[config.mk]
export PLATFORM = sky130hd
export DESIGN_NAME = prog_loader_flat
export DESIGN_NICKNAME = d
export VERILOG_FILES = /design/src/rtl/cpu2_pkg.sv /design/src/rtl/prog_loader_if.sv /design/src/rtl/prog_loader_deser.sv /design/src/rtl/prog_loader.sv /design/src/flat_wrapper.sv
export SDC_FILE = /design/constraint.sdc
export NUM_CORES = 1
export LEC_CHECK = 0
export CELL_PAD_IN_SITES_DETAIL_PLACEMENT = 1
export CELL_PAD_IN_SITES_GLOBAL_PLACEMENT = 1
export CORE_MARGIN = 2
export CORE_UTILIZATION = 31
export CTS_CLUSTER_SIZE = 40
export DETAILED_ROUTE_END_ITERATION = 8
export PLACE_DENSITY = 0.78
export SLEW_MARGIN = 5
export SYNTH_ARGS = -nofsm -noshare
export SYNTH_HDL_FRONTEND = slang
export SYNTH_SLANG_ARGS = --single-unit
[constraint.sdc]
create_clock -name clock -period 1.5 [get_ports clock]
set_clock_uncertainty 0.1 [all_clocks]
set_input_delay 0.15 -clock clock [delete_from_list [all_inputs] [get_ports clock]]
set_output_delay 0.15 -clock clock [all_outputs]
set_load 0.05 [all_outputs]
[src/rtl/cpu2_pkg.sv]
// ============================================================================
//  Module   : cpu2_pkg
//  Brief    : Shared opcodes, instruction width and loader state encoding.
//  Revision : 1.0  initial release
// ============================================================================
`default_nettype none

package cpu2_pkg;

    localparam int WORD_W = 2;

    localparam logic [WORD_W-1:0] OP_INC = 2'b00;
    localparam logic [WORD_W-1:0] OP_JNO = 2'b01;
    localparam logic [WORD_W-1:0] OP_HLT = 2'b10;

    typedef enum logic [2:0] {
        ST_IDLE  = 3'd0,
        ST_LOAD  = 3'd1,
        ST_CHECK = 3'd2,
        ST_DONE  = 3'd3,
        ST_ERROR = 3'd4
    } loader_state_t;

endpackage

`default_nettype wire

[src/rtl/prog_loader_if.sv]
// ============================================================================
//  Module   : prog_loader_if
//  Brief    : Serial program input, RAM write port and loader status bundle.
//  Revision : 1.0  initial release
// ============================================================================
`default_nettype none

interface prog_loader_if #(
    parameter int ADDR_W = 2
);
    import cpu2_pkg::*;

    logic              start;
    logic              ser_bit;
    logic              ser_valid;
    logic              ser_ready;
    logic              wr_en;
    logic [ADDR_W-1:0] wr_addr;
    logic [WORD_W-1:0] wr_data;
    logic              busy;
    logic              done;
    logic              error;
    logic              cpu_run;

    modport master (
        output start, ser_bit, ser_valid,
        input  ser_ready, wr_en, wr_addr, wr_data, busy, done, error, cpu_run
    );

    modport slave (
        input  start, ser_bit, ser_valid,
        output ser_ready, wr_en, wr_addr, wr_data, busy, done, error, cpu_run
    );

endinterface

`default_nettype wire

[src/rtl/prog_loader_deser.sv]
// ============================================================================
//  Module   : prog_loader_deser
//  Brief    : Collects two serial bits (LSB first) into one instruction word.
//  Revision : 1.0  initial release
// ============================================================================
`default_nettype none

module prog_loader_deser
    import cpu2_pkg::*;
(
    input  wire logic              clock,
    input  wire logic              reset_n,
    input  wire logic              i_clear,
    input  wire logic              i_bit,
    input  wire logic              i_bit_en,
    output logic                   o_word_valid,
    output logic [WORD_W-1:0]      o_word
);

    logic r_have_lsb;
    logic r_lsb;

    always_ff @(posedge clock) begin
        if (!reset_n || i_clear) begin
            r_have_lsb <= 1'b0;
            r_lsb      <= 1'b0;
        end else if (i_bit_en) begin
            if (r_have_lsb) begin
                r_have_lsb <= 1'b0;
            end else begin
                r_lsb      <= i_bit;
                r_have_lsb <= 1'b1;
            end
        end
    end

    // Word completes combinationally with the second bit so the top can register it on that edge
    assign o_word_valid = i_bit_en & r_have_lsb;
    assign o_word       = {i_bit, r_lsb};

endmodule

`default_nettype wire

[src/rtl/prog_loader.sv]
// ============================================================================
//  Module   : prog_loader
//  Brief    : Loads a bit-serial program into the instruction RAM and releases
//             the CPU when done. Optional checksum word: PROG_LOADER_CHECKSUM_EN.
//  Revision : 1.0  initial release
// ============================================================================
`default_nettype none

module prog_loader
    import cpu2_pkg::*;
#(
    parameter int DEPTH  = 4,
    parameter int ADDR_W = 2
)(
    input  wire logic      clock,
    input  wire logic      reset_n,
    prog_loader_if.slave   bus
);

    localparam int                 c_CNT_W     = $clog2(DEPTH + 1);
    localparam logic [c_CNT_W-1:0] c_DEPTH_CNT = c_CNT_W'(DEPTH);

    loader_state_t       r_state;
    loader_state_t       w_next_state;
    logic [c_CNT_W-1:0]  r_word_cnt;
    logic                r_wr_en;
    logic [ADDR_W-1:0]   r_wr_addr;
    logic [WORD_W-1:0]   r_wr_data;
    logic                w_ser_ready;
    logic                w_busy;
    logic                w_done;
    logic                w_error;
    logic                w_accept;
    logic                w_start_load;
    logic                w_load_full;
    logic                w_word_valid;
    logic [WORD_W-1:0]   w_word;
`ifdef PROG_LOADER_CHECKSUM_EN
    logic [WORD_W-1:0]   r_sum;
`endif

    assign w_load_full  = (r_word_cnt == c_DEPTH_CNT);
    assign w_accept     = bus.ser_valid & w_ser_ready;
    assign w_start_load = bus.start &
                          ((r_state == ST_IDLE) || (r_state == ST_DONE) || (r_state == ST_ERROR));

    prog_loader_deser u_deser (
        .clock        (clock),
        .reset_n      (reset_n),
        .i_clear      (w_start_load),
        .i_bit        (bus.ser_bit),
        .i_bit_en     (w_accept),
        .o_word_valid (w_word_valid),
        .o_word       (w_word)
    );

    always_ff @(posedge clock) begin
        if (!reset_n) r_state <= ST_IDLE;
        else          r_state <= w_next_state;
    end

    always_comb begin
        w_next_state = r_state;
        w_ser_ready  = 1'b0;
        w_busy       = 1'b0;
        w_done       = 1'b0;
        w_error      = 1'b0;
        case (r_state)
            ST_IDLE: begin
                if (bus.start) w_next_state = ST_LOAD;
            end
            ST_LOAD: begin
                w_busy      = 1'b1;
                // Full while the final write pulse is out: no bit may slip in before leaving LOAD
                w_ser_ready = !w_load_full;
`ifdef PROG_LOADER_CHECKSUM_EN
                if (w_load_full) w_next_state = ST_CHECK;
`else
                if (w_load_full) w_next_state = ST_DONE;
`endif
            end
`ifdef PROG_LOADER_CHECKSUM_EN
            ST_CHECK: begin
                w_busy      = 1'b1;
                w_ser_ready = 1'b1;
                if (w_word_valid) w_next_state = (w_word == r_sum) ? ST_DONE : ST_ERROR;
            end
            ST_ERROR: begin
                w_error = 1'b1;
                if (bus.start) w_next_state = ST_LOAD;
            end
`endif
            ST_DONE: begin
                w_done = 1'b1;
                if (bus.start) w_next_state = ST_LOAD;
            end
            default: w_next_state = ST_IDLE;
        endcase
    end

    always_ff @(posedge clock) begin
        if (!reset_n) begin
            r_word_cnt <= '0;
            r_wr_en    <= 1'b0;
            r_wr_addr  <= '0;
            r_wr_data  <= '0;
`ifdef PROG_LOADER_CHECKSUM_EN
            r_sum      <= '0;
`endif
        end else begin
            r_wr_en <= 1'b0;
            if (w_start_load) begin
                r_word_cnt <= '0;
                r_wr_addr  <= '0;
`ifdef PROG_LOADER_CHECKSUM_EN
                r_sum      <= '0;
`endif
            end else if ((r_state == ST_LOAD) && w_word_valid) begin
                r_wr_en    <= 1'b1;
                r_wr_addr  <= ADDR_W'(r_word_cnt);
                r_wr_data  <= w_word;
                r_word_cnt <= r_word_cnt + 1'b1;
`ifdef PROG_LOADER_CHECKSUM_EN
                r_sum      <= r_sum + w_word;
`endif
            end
        end
    end

    assign bus.ser_ready = w_ser_ready;
    assign bus.wr_en     = r_wr_en;
    assign bus.wr_addr   = r_wr_addr;
    assign bus.wr_data   = r_wr_data;
    assign bus.busy      = w_busy;
    assign bus.done      = w_done;
    assign bus.cpu_run   = w_done;
    assign bus.error     = w_error;

endmodule

`default_nettype wire
[src/flat_wrapper.sv]
// flat-port wrapper written by rule: the top's interface ports become plain ports
module prog_loader_flat import cpu2_pkg::*;
#(
    parameter int DEPTH  = 4,
    parameter int ADDR_W = 2
)
  (clock, reset_n, bus_start, bus_ser_bit, bus_ser_valid, bus_ser_ready, bus_wr_en, bus_wr_addr, bus_wr_data, bus_busy, bus_done, bus_error, bus_cpu_run);
  prog_loader_if #(.ADDR_W(ADDR_W)) bus_i ();
  input  wire logic clock;
  input  wire logic reset_n;
  input wire logic [$bits(bus_i.start)-1:0] bus_start;
  input wire logic [$bits(bus_i.ser_bit)-1:0] bus_ser_bit;
  input wire logic [$bits(bus_i.ser_valid)-1:0] bus_ser_valid;
  output wire logic [$bits(bus_i.ser_ready)-1:0] bus_ser_ready;
  output wire logic [$bits(bus_i.wr_en)-1:0] bus_wr_en;
  output wire logic [$bits(bus_i.wr_addr)-1:0] bus_wr_addr;
  output wire logic [$bits(bus_i.wr_data)-1:0] bus_wr_data;
  output wire logic [$bits(bus_i.busy)-1:0] bus_busy;
  output wire logic [$bits(bus_i.done)-1:0] bus_done;
  output wire logic [$bits(bus_i.error)-1:0] bus_error;
  output wire logic [$bits(bus_i.cpu_run)-1:0] bus_cpu_run;
  assign bus_i.start = bus_start;
  assign bus_i.ser_bit = bus_ser_bit;
  assign bus_i.ser_valid = bus_ser_valid;
  assign bus_ser_ready = bus_i.ser_ready;
  assign bus_wr_en = bus_i.wr_en;
  assign bus_wr_addr = bus_i.wr_addr;
  assign bus_wr_data = bus_i.wr_data;
  assign bus_busy = bus_i.busy;
  assign bus_done = bus_i.done;
  assign bus_error = bus_i.error;
  assign bus_cpu_run = bus_i.cpu_run;
  prog_loader #(.DEPTH(DEPTH), .ADDR_W(ADDR_W)) u_core (.clock(clock), .reset_n(reset_n), .bus(bus_i));
endmodule
**Word-level counts from Yosys, hierarchy flattened**

Cells that the tools add are included.

- Flip-flop bits (word level): 13
- Logic and storage cells: 40

- $add $sub $neg: 1
- Equality and inequality tests: 6
- Mux-type cells: 8
- Bitwise gates (word level): 6
- Reductions and logical operators: 12

Operators by type and width:

| cell | number |
|---|---|
| $eq A3 B3 Y1 const B | 2 |
| $mux W3 | 2 |
| $pmux W3 S2 | 1 |
| $reduce_and A2 Y1 | 3 |
| $mux W1 | 5 |
| $ne A2 B1 Y1 const B | 2 |
| $reduce_or A2 Y1 | 2 |
| $add A3 B1 Y3 const B | 1 |
| $and A1 B1 Y1 | 3 |
| $eq A3 B1 Y1 const B | 1 |
| $eq A3 B2 Y1 const B | 1 |
| $logic_not A3 Y1 | 1 |
| $logic_or A1 B1 Y1 | 3 |
| $not A1 Y1 | 3 |
| $logic_not A1 Y1 | 2 |
| $logic_and A1 B1 Y1 | 1 |

**Logic depth before layout (Yosys ltp)**

Gate-level depths: netlist of the first run.

- Word-level depth: 7
- Depth in mapped cells: 6
- Depth with buffers taken out: 6

**Modules after synthesis**

Synthesis of the first run repeated with hierarchy kept, for this count alone.

- Cells, all modules: 70
- Area total of the unflattened synthesis: 638.1 um2

By module, submodules not included:

| module | instances | cells each | area each (um2) | seq. area each (um2) |
|---|---|---|---|---|
| prog_loader | 1 | 59 | 529.3 | 200.2 |
| prog_loader_deser | 1 | 11 | 108.9 | 40.0 |

**Least setup slack after synthesis of the first run**

No wires, ideal clock.

- Kind: register to register
- Start point: register u_core.r_state[1]
- End point: register u_core.r_state[0]
- Setup time: 0.122 ns
- Arrival: 1.906 ns
- Required time: 1.278 ns
- Path slack: -0.628 ns
- Cell stages (with the launch flop): 6
- Clock period less this slack: 2.128 ns
- Cells stage by stage: dfxtp_1 -> inv_1 -> ha_1 -> a21bo_4 -> clkinv_1 -> o311a_1

- Word-level cells in the longest chain between the ends: 4

Ends and longest elaborated chain:

| element | RTL line | RTL |
|---|---|---|
| start: declaration | prog_loader.sv:23 | `loader_state_t r_state;` |
| start signal: assignment | prog_loader.sv:59 | `else r_state <= w_next_state;` |
| $eq A3 B2 Y1 or $logic_not A3 Y1 (tied branches) | prog_loader.sv:68 | `case (r_state)` |
| $reduce_or A2 Y1 (no line) | -- |  |
| $ne A2 B1 Y1 (no line) | -- |  |
| $reduce_and A2 Y1 (no line) | -- |  |

Parallel ways exist; a longest one is shown, timed or not.
A chain may end at the register's enable or synchronous reset.

**Worst setup path in the final report of the first run**

- Start point: register u_core.r_state[1]
- End point: output bus_ser_ready

- Word-level cells in the longest chain between the ends: 2

Ends and longest elaborated chain:

| element | RTL line | RTL |
|---|---|---|
| $eq A3 B1 Y1 | prog_loader.sv:68 |  |
| $mux W1 | prog_loader.sv:68 |  |
| end: declaration | flat_wrapper.sv:14 | `output wire logic [$bits(bus_i.ser_ready)-1:0] bus_ser_ready;` |

No other way between the ends.

==> impl_metrics.csv, run 1 <==
group,metric,value,unit
min_path,min_to,"u_core.u_deser.r_lsb",
die,io_pins,15,
clock_network,clk_latency,280,ps
placed_design,portBuffers,13,
placed_design,dp_hpwl,1010,um
placed_design,dpl.cell_count,111,
layout,drive_gt1_frac,0.441,
route,dr.first_iter.drc_count,11,
layout,stdcell_area,1000,um2
critical_path,crit_slowest_cell,"dfxtp_4",
pwr,vdd_ir_drop_max,0.918,mV
route,vias,557,
route,detail-route-antenna-nets,0,
layout,nFillCells,223,
die,die_h,48.5,um
timing,fmax,0.645,GHz
die,die_width,48.5,um
pwr,power.share.clock,0.182,
die,num_rows,16,
critical_path,criticalPathCategory,"reg -> out",
layout,area_delta_synth_final,63.9,%
synthesis,ys_ff_latch,12,
grt,grt_pass1_wl,2370,um
critical_path,critPathMaxFanout,6,
layout,insertedDiodeCount,0,
min_path,min_path_type,"reg -> reg",
route,drt-pass1-iter-count,4,
critical_path,regToRegEndpoint,"u_core.r_state[0]",
synthesis,syn_area,613,um2
route,drc,0,
route,viasPerCell,4.64,
synthesis,yosysSeqAreaShare,0.392,
pwr,powerDensity,1430,nW/um2
clock_network,clk_path_buf_depth,2,
die,die_area,2350,um2
timing,final-hold-violation-count,0,
synthesis,syn-num-nets,78,
layout,final_cells,120,
synthesis,synth_top_cell_area_share,0.392,
clock_network,cts_sinks,12,
pwr,seqPwrFrac,0.275,
critical_path,required,1250,ps
timing,grt_setup_unrepaired,"true",
timing,min_period_over_period,1.03,
run,max_cap_violations,0,
clock_network,cts_hold_buf,0,
pwr,swShare,0.369,
synthesis,synthTopCellsByArea,"dfxtp_1 (39%), ha_1 (10%), mux2i_1 (8.2%)",
critical_path,crit_buf_inv,3,
critical_path,endpoint_kind,"primary output",
grt,overflow,0,
timing,slew_violations,0,
pwr,total_power,1430,uW
placed_design,gp_congestion,0.733,
route,avgRoutedWirePerCell,12.7,um
pwr,pwr-share-comb,0.543,
timing,fin_ws,-50.8,ps
synthesis,ys_types,24,
timing,hold-worst-slack,365,ps
die,core,1920,um2
critical_path,start_kind,"flop",
grt,first_global_vias,586,
synthesis,netlist_instances,68,
outcome,violations,"negative setup slack",
clock_network,cts_tree,"yes",
synthesis,synth_warnings,0,
clock_network,cts_htree_levels,1,
outcome,status,"finished with violations",
critical_path,reg2regPathDepth,6,
min_path,holdPathStages,2,
route,finalWirelength,1530,um
pwr,p_int,904,uW
synthesis,synth_largest_area_cell,"dfxtp_1",
clock_network,numCtsBuffers,3,
critical_path,arrival,1300,ps
pwr,switching_power,529,uW
die,start_util,0.319,
clock_network,clk_pin_slew,80,ps
critical_path,critPathMaxStageDelay,370,ps
pwr,p_leak,0.000412,uW
placed_design,place_area,875,um2
clock_network,cts-root-buf,"clkbuf_4",
critical_path,worstReg2RegStart,"u_core.r_state[1]",
synthesis,postSynthAreaPerCell,9.02,um2
grt,antenna_found_initial,0,
critical_path,path_cells,"inv_4, ha_4, a21bo_4, clkinv_4, buf_12",
timing,post-route-min-period,1550,ps
grt,grt_usage,0.130,
critical_path,path_delay_family,"flip-flops",
grt,grt_max_degree,11,
min_path,hold_start,"u_core.u_deser.r_lsb",
timing,setup_viol,3,
critical_path,rrSetupSlack,-50,ps
layout,finalNetCount,104,
[final cells by class]
type / count / area, um2 / area share
inverters: 8 / 37.5 / 0.0374
multi-input cells: 45 / 370 / 0.369
repair buffers: 24 / 277 / 0.275
flip-flops and latches: 12 / 250 / 0.249
clock buffers: 4 / 36.3 / 0.0361
well taps: 27 / 33.8 / 0.0336
[worst max path at each step]
stage / start / end / cells past startpoint
finish: u_core.r_state[1] / bus_ser_ready / 5
global route: u_core.r_state[0] / u_core.r_word_cnt[2] / 6
global placement: u_core.r_word_cnt[0] / u_core.u_deser.r_lsb / 5
floorplan: u_core.r_state[1] / u_core.u_deser.r_lsb / 5
detailed placement: u_core.r_word_cnt[0] / u_core.u_deser.r_lsb / 5
CTS: u_core.r_state[1] / bus_ser_ready / 5
[placed cells by master, fill, tap and decap left out, types with 2 or more instances in the layout]
cell	count
nand2_1	13
buf_4	11
dfxtp_1	8
buf_12	6
inv_1	5
mux2i_1	5
clkdlybuf4s50_1	4
nor2_1	3
clkbuf_4	3
buf_6	3
o211ai_1	2
o21ai_1	2
o21ai_0	2
ha_4	2
ha_1	2
dfxtp_4	2
dfxtp_2	2
[sequential cells by signal, indices dropped and copies added, names as in the netlist]
register,cells
u_core.bus.wr_addr,2
u_core.bus.wr_data,2
u_core.bus.wr_en,1
u_core.r_state,2
u_core.r_word_cnt,3
u_core.u_deser.r_have_lsb,1
u_core.u_deser.r_lsb,1
[timing repair]
item                       CTS  global route
gates resized for setup      6            13
pin swaps                    2             3
buffers inserted             2             2
gates cloned                 0             1
setup endpoints to repair    7            12
[worst register-to-register path, stage by stage (launching register included)]
cell and delay (ps):
dfxtp_4 370, inv_4 40, ha_4 150, a21bo_4 230, clkinv_4 90, buf_6 120, o311a_1 340
[cells by family after synthesis]
| family | share of synthesized area |
|---|---|
| fa+ha+maj | 0.102 |
| mux | 0.0816 |
| compound gates | 0.171 |
| other cells | 0.00612 |
| buf+inv | 0.0816 |
| simple gates | 0.165 |
| flops | 0.392 |
[through the flow]
stage           util  worst slack [ps]  TNS (ps)
2_1_floorplan      -             -57.0      -139
3_3_place_gp   0.455              17.2         0
4_1_cts        0.490             -51.7     -99.6
6_report       0.523             -50.8      -124
3_5_place_dp   0.455             -20.6     -51.2
5_1_grt        0.523              -102      -367
[cell usage after synthesis]
| library cell | count |
|---|---|
| nor2_1 | 3 |
| mux2i_1 | 5 |
| buf_4 | 2 |
| o211ai_1 | 2 |
| inv_1 | 7 |
| o311a_1 | 1 |
| dfxtp_1 | 12 |
| or3_4 | 1 |
| clkbuf_2 | 1 |
| o21ai_0 | 4 |
| a21oi_1 | 1 |
| nor3b_2 | 1 |
| o31ai_1 | 1 |
| nand2b_1 | 1 |
| conb_1 | 1 |
| nand3_1 | 1 |
| nand2_1 | 13 |
| o311ai_0 | 1 |
| o221a_2 | 1 |
| a21boi_2 | 1 |
| a21bo_4 | 1 |
| ha_1 | 5 |
| clkinv_1 | 1 |
| nor2b_1 | 1 |
[per-layer routing]
metal	track usage	share of wire	wire length (um)
met2	0.229	0.49	749
met4	0.0571	0.033	50
met3	0.0185	0.031	47
met1	0.157	0.44	679
met5	0	0	0
[power groups by stage]
| stage | Clock [uW] | Sequential [uW] | Combinational [uW] |
|---|---|---|---|
| after floorplan | 0 | 386 | 388 |
| after global placement | 0 | 389 | 586 |
| after detailed placement | 0 | 393 | 597 |
| after CTS | 267 | 393 | 640 |
| after global routing | 284 | 399 | 828 |
| final | 261 | 394 | 779 |
Power figures use the tool's default switching activity.
==> inputs of run 2 (changes only) <==
--- a/config.mk
+++ b/config.mk
@@ -11,7 +11,8 @@
 export CORE_UTILIZATION = 31
 export CTS_CLUSTER_SIZE = 40
 export DETAILED_ROUTE_END_ITERATION = 8
-export PLACE_DENSITY = 0.78
+export HOLD_SLACK_MARGIN = 0.12
+export PLACE_DENSITY_LB_ADDON = 0.1
 export SLEW_MARGIN = 5
 export SYNTH_ARGS = -nofsm -noshare
 export SYNTH_HDL_FRONTEND = slang
==> run 2 against run 1 <==
Effect of this change: the run still ends with negative setup slack left; critical endpoint unchanged; combinational power shrank 7.4%; critical path type unchanged; die area is the same; hold slack gained 0.75 ps.
==> impl_metrics.csv, run 2 (same netlist as run 1, synthesis figures left out) <==
group,metric,value,unit
pwr,p_leak,0.000392,uW
critical_path,worstReg2RegStart,"u_core.r_state[1]",
grt,grt_pass1_wl,2420,um
critical_path,required,1250,ps
layout,area_delta_synth_final,57.3,%
clock_network,cts_sinks,12,
die,num_rows,16,
clock_network,numCtsBuffers,3,
timing,fmax,0.636,GHz
clock_network,clk_path_buf_depth,2,
grt,antenna_found_initial,0,
placed_design,gp_congestion,0.723,
timing,slew_violations,0,
pwr,seqPwrFrac,0.285,
critical_path,arrival,1320,ps
layout,fin_util,0.502,
min_path,min_path_type,"reg -> reg",
placed_design,place_ws,-7.36,ps
critical_path,criticalPathCategory,"reg -> out",
pwr,pwr-share-comb,0.522,
layout,drive_gt1_frac,0.456,
min_path,min_to,"u_core.bus.wr_data[1]",
timing,grt_setup_unrepaired,"true",
route,avgRoutedWirePerCell,11.6,um
min_path,holdPathStages,2,
timing,fin_ws,-72.9,ps
grt,grt_max_degree,11,
timing,hold-worst-slack,365,ps
die,io_pins,15,
route,finalWirelength,1360,um
route,drt-pass1-iter-count,3,
critical_path,rrSetupSlack,-50,ps
outcome,violations,"negative setup slack",
min_path,hold_start,"u_core.bus.wr_data[1]",
route,drc,0,
timing,finalSetupTns,-126,ps
route,dr.first_iter.drc_count,4,
timing,setup_viol,2,
pwr,vdd_ir_drop_max,0.754,mV
clock_network,cts_hold_buf,0,
layout,top_register,"u_core.r_word_cnt",
pwr,power.share.clock,0.193,
route,vias,522,
die,die_width,48.5,um
clock_network,cts_tree,"yes",
die,core,1920,um2
layout,insertedDiodeCount,0,
layout,final_cell_mix,"nand2_1 (12), buf_4 (11), dfxtp_1 (8), mux2i_1 (5), buf_12 (5)",
grt,overflow,0,
critical_path,regToRegEndpoint,"u_core.r_state[0]",
die,die_area,2350,um2
timing,min_period_over_period,1.05,
pwr,p_int,866,uW
grt,first_global_vias,538,
clock_network,clk_pin_slew,80,ps
layout,finalNetCount,101,
grt,grt_usage,0.137,
critical_path,reg2regPathDepth,6,
die,die_h,48.5,um
placed_design,portBuffers,13,
die,start_util,0.319,
pwr,powerDensity,1430,nW/um2
timing,final-hold-violation-count,0,
outcome,status,"finished with violations",
clock_network,clk_latency,280,ps
layout,largest_register_ffs,3,
critical_path,start_kind,"flop",
critical_path,endpoint_kind,"primary output",
run,max_cap_violations,0,
layout,final_common_cell,"nand2_1",
route,viasPerCell,4.46,
timing,post-route-min-period,1570,ps
clock_network,cts-root-buf,"clkbuf_4",
pwr,swShare,0.372,
critical_path,critPathMaxFanout,7,
pwr,switching_power,514,uW
placed_design,dp_hpwl,1040,um
clock_network,cts_htree_levels,1,
route,detail-route-antenna-nets,0,
-- run 2: area by class of cell --
| cell class | instances | area, um2 |
|---|---|---|
| Fill cell | 233 | 957 |
| Inverter | 8 | 37.5 |
| Timing Repair Buffer | 21 | 234 |
| Sequential cell | 12 | 250 |
| Tap cell | 27 | 33.8 |
| Multi-Input combinational cell | 45 | 373 |
| Clock buffer | 4 | 36.3 |
-- run 2: critical path: stages, from the launching register on --
cell	delay, ps
dfxtp_4	380
inv_4	40
ha_4	150
a21bo_4	240
clkinv_4	90
buf_12	150
-- run 2: worst max path at each step --
stage	from	cells after the start	end	slack, ps
2_1_floorplan	u_core.r_state[1]	5	u_core.u_deser.r_lsb	-60
3_3_place_gp	u_core.r_word_cnt[0]	5	u_core.r_word_cnt[2]	10
3_5_place_dp	u_core.r_state[0]	5	u_core.r_state[1]	-7
4_1_cts	u_core.r_state[1]	5	bus_ser_ready	-70
5_1_grt	u_core.r_state[1]	5	bus_ser_ready	-120
6_report	u_core.r_state[1]	5	bus_ser_ready	-70
-- run 2: through the flow --
| step | instances | power (uW) | instance area (um2) |
|---|---|---|---|
| floorplan | 68 | 773 | 633 |
| global placement | 111 | 997 | 862 |
| detailed placement | 111 | 1000 | 862 |
| CTS | 117 | 1340 | 933 |
| global route | 117 | 1470 | 965 |
| finish | 117 | 1380 | 965 |
-- run 2: repair_timing --
| action | in CTS | in global routing |
|---|---|---|
| hold endpoints to repair | 0 | 0 |
| pin swaps | 4 | 1 |
| buffers inserted | 2 | 1 |
| endpoints found under the setup margin | 7 | 13 |
| gates resized for setup | 8 | 11 |
-- run 2: power by group through the flow --
stage | clock (uW) | sequential [uW] | combinational, uW
final | 267 | 393 | 721
after global routing | 303 | 397 | 775
after CTS | 279 | 393 | 663
after detailed placement | 0 | 392 | 611
after global placement | 0 | 388 | 609
after floorplan | 0 | 386 | 388
-- run 2: layer usage --
layer / wire (um) / GRT usage / vias to the layer above
li1: - / - / 269
met1: 601 / 0.151 / 236
met2: 637 / 0.222 / 12
met3: 80 / 0.0617 / 5
met4: 36 / 0.0714 / 0
met5: 0 / 0 / -
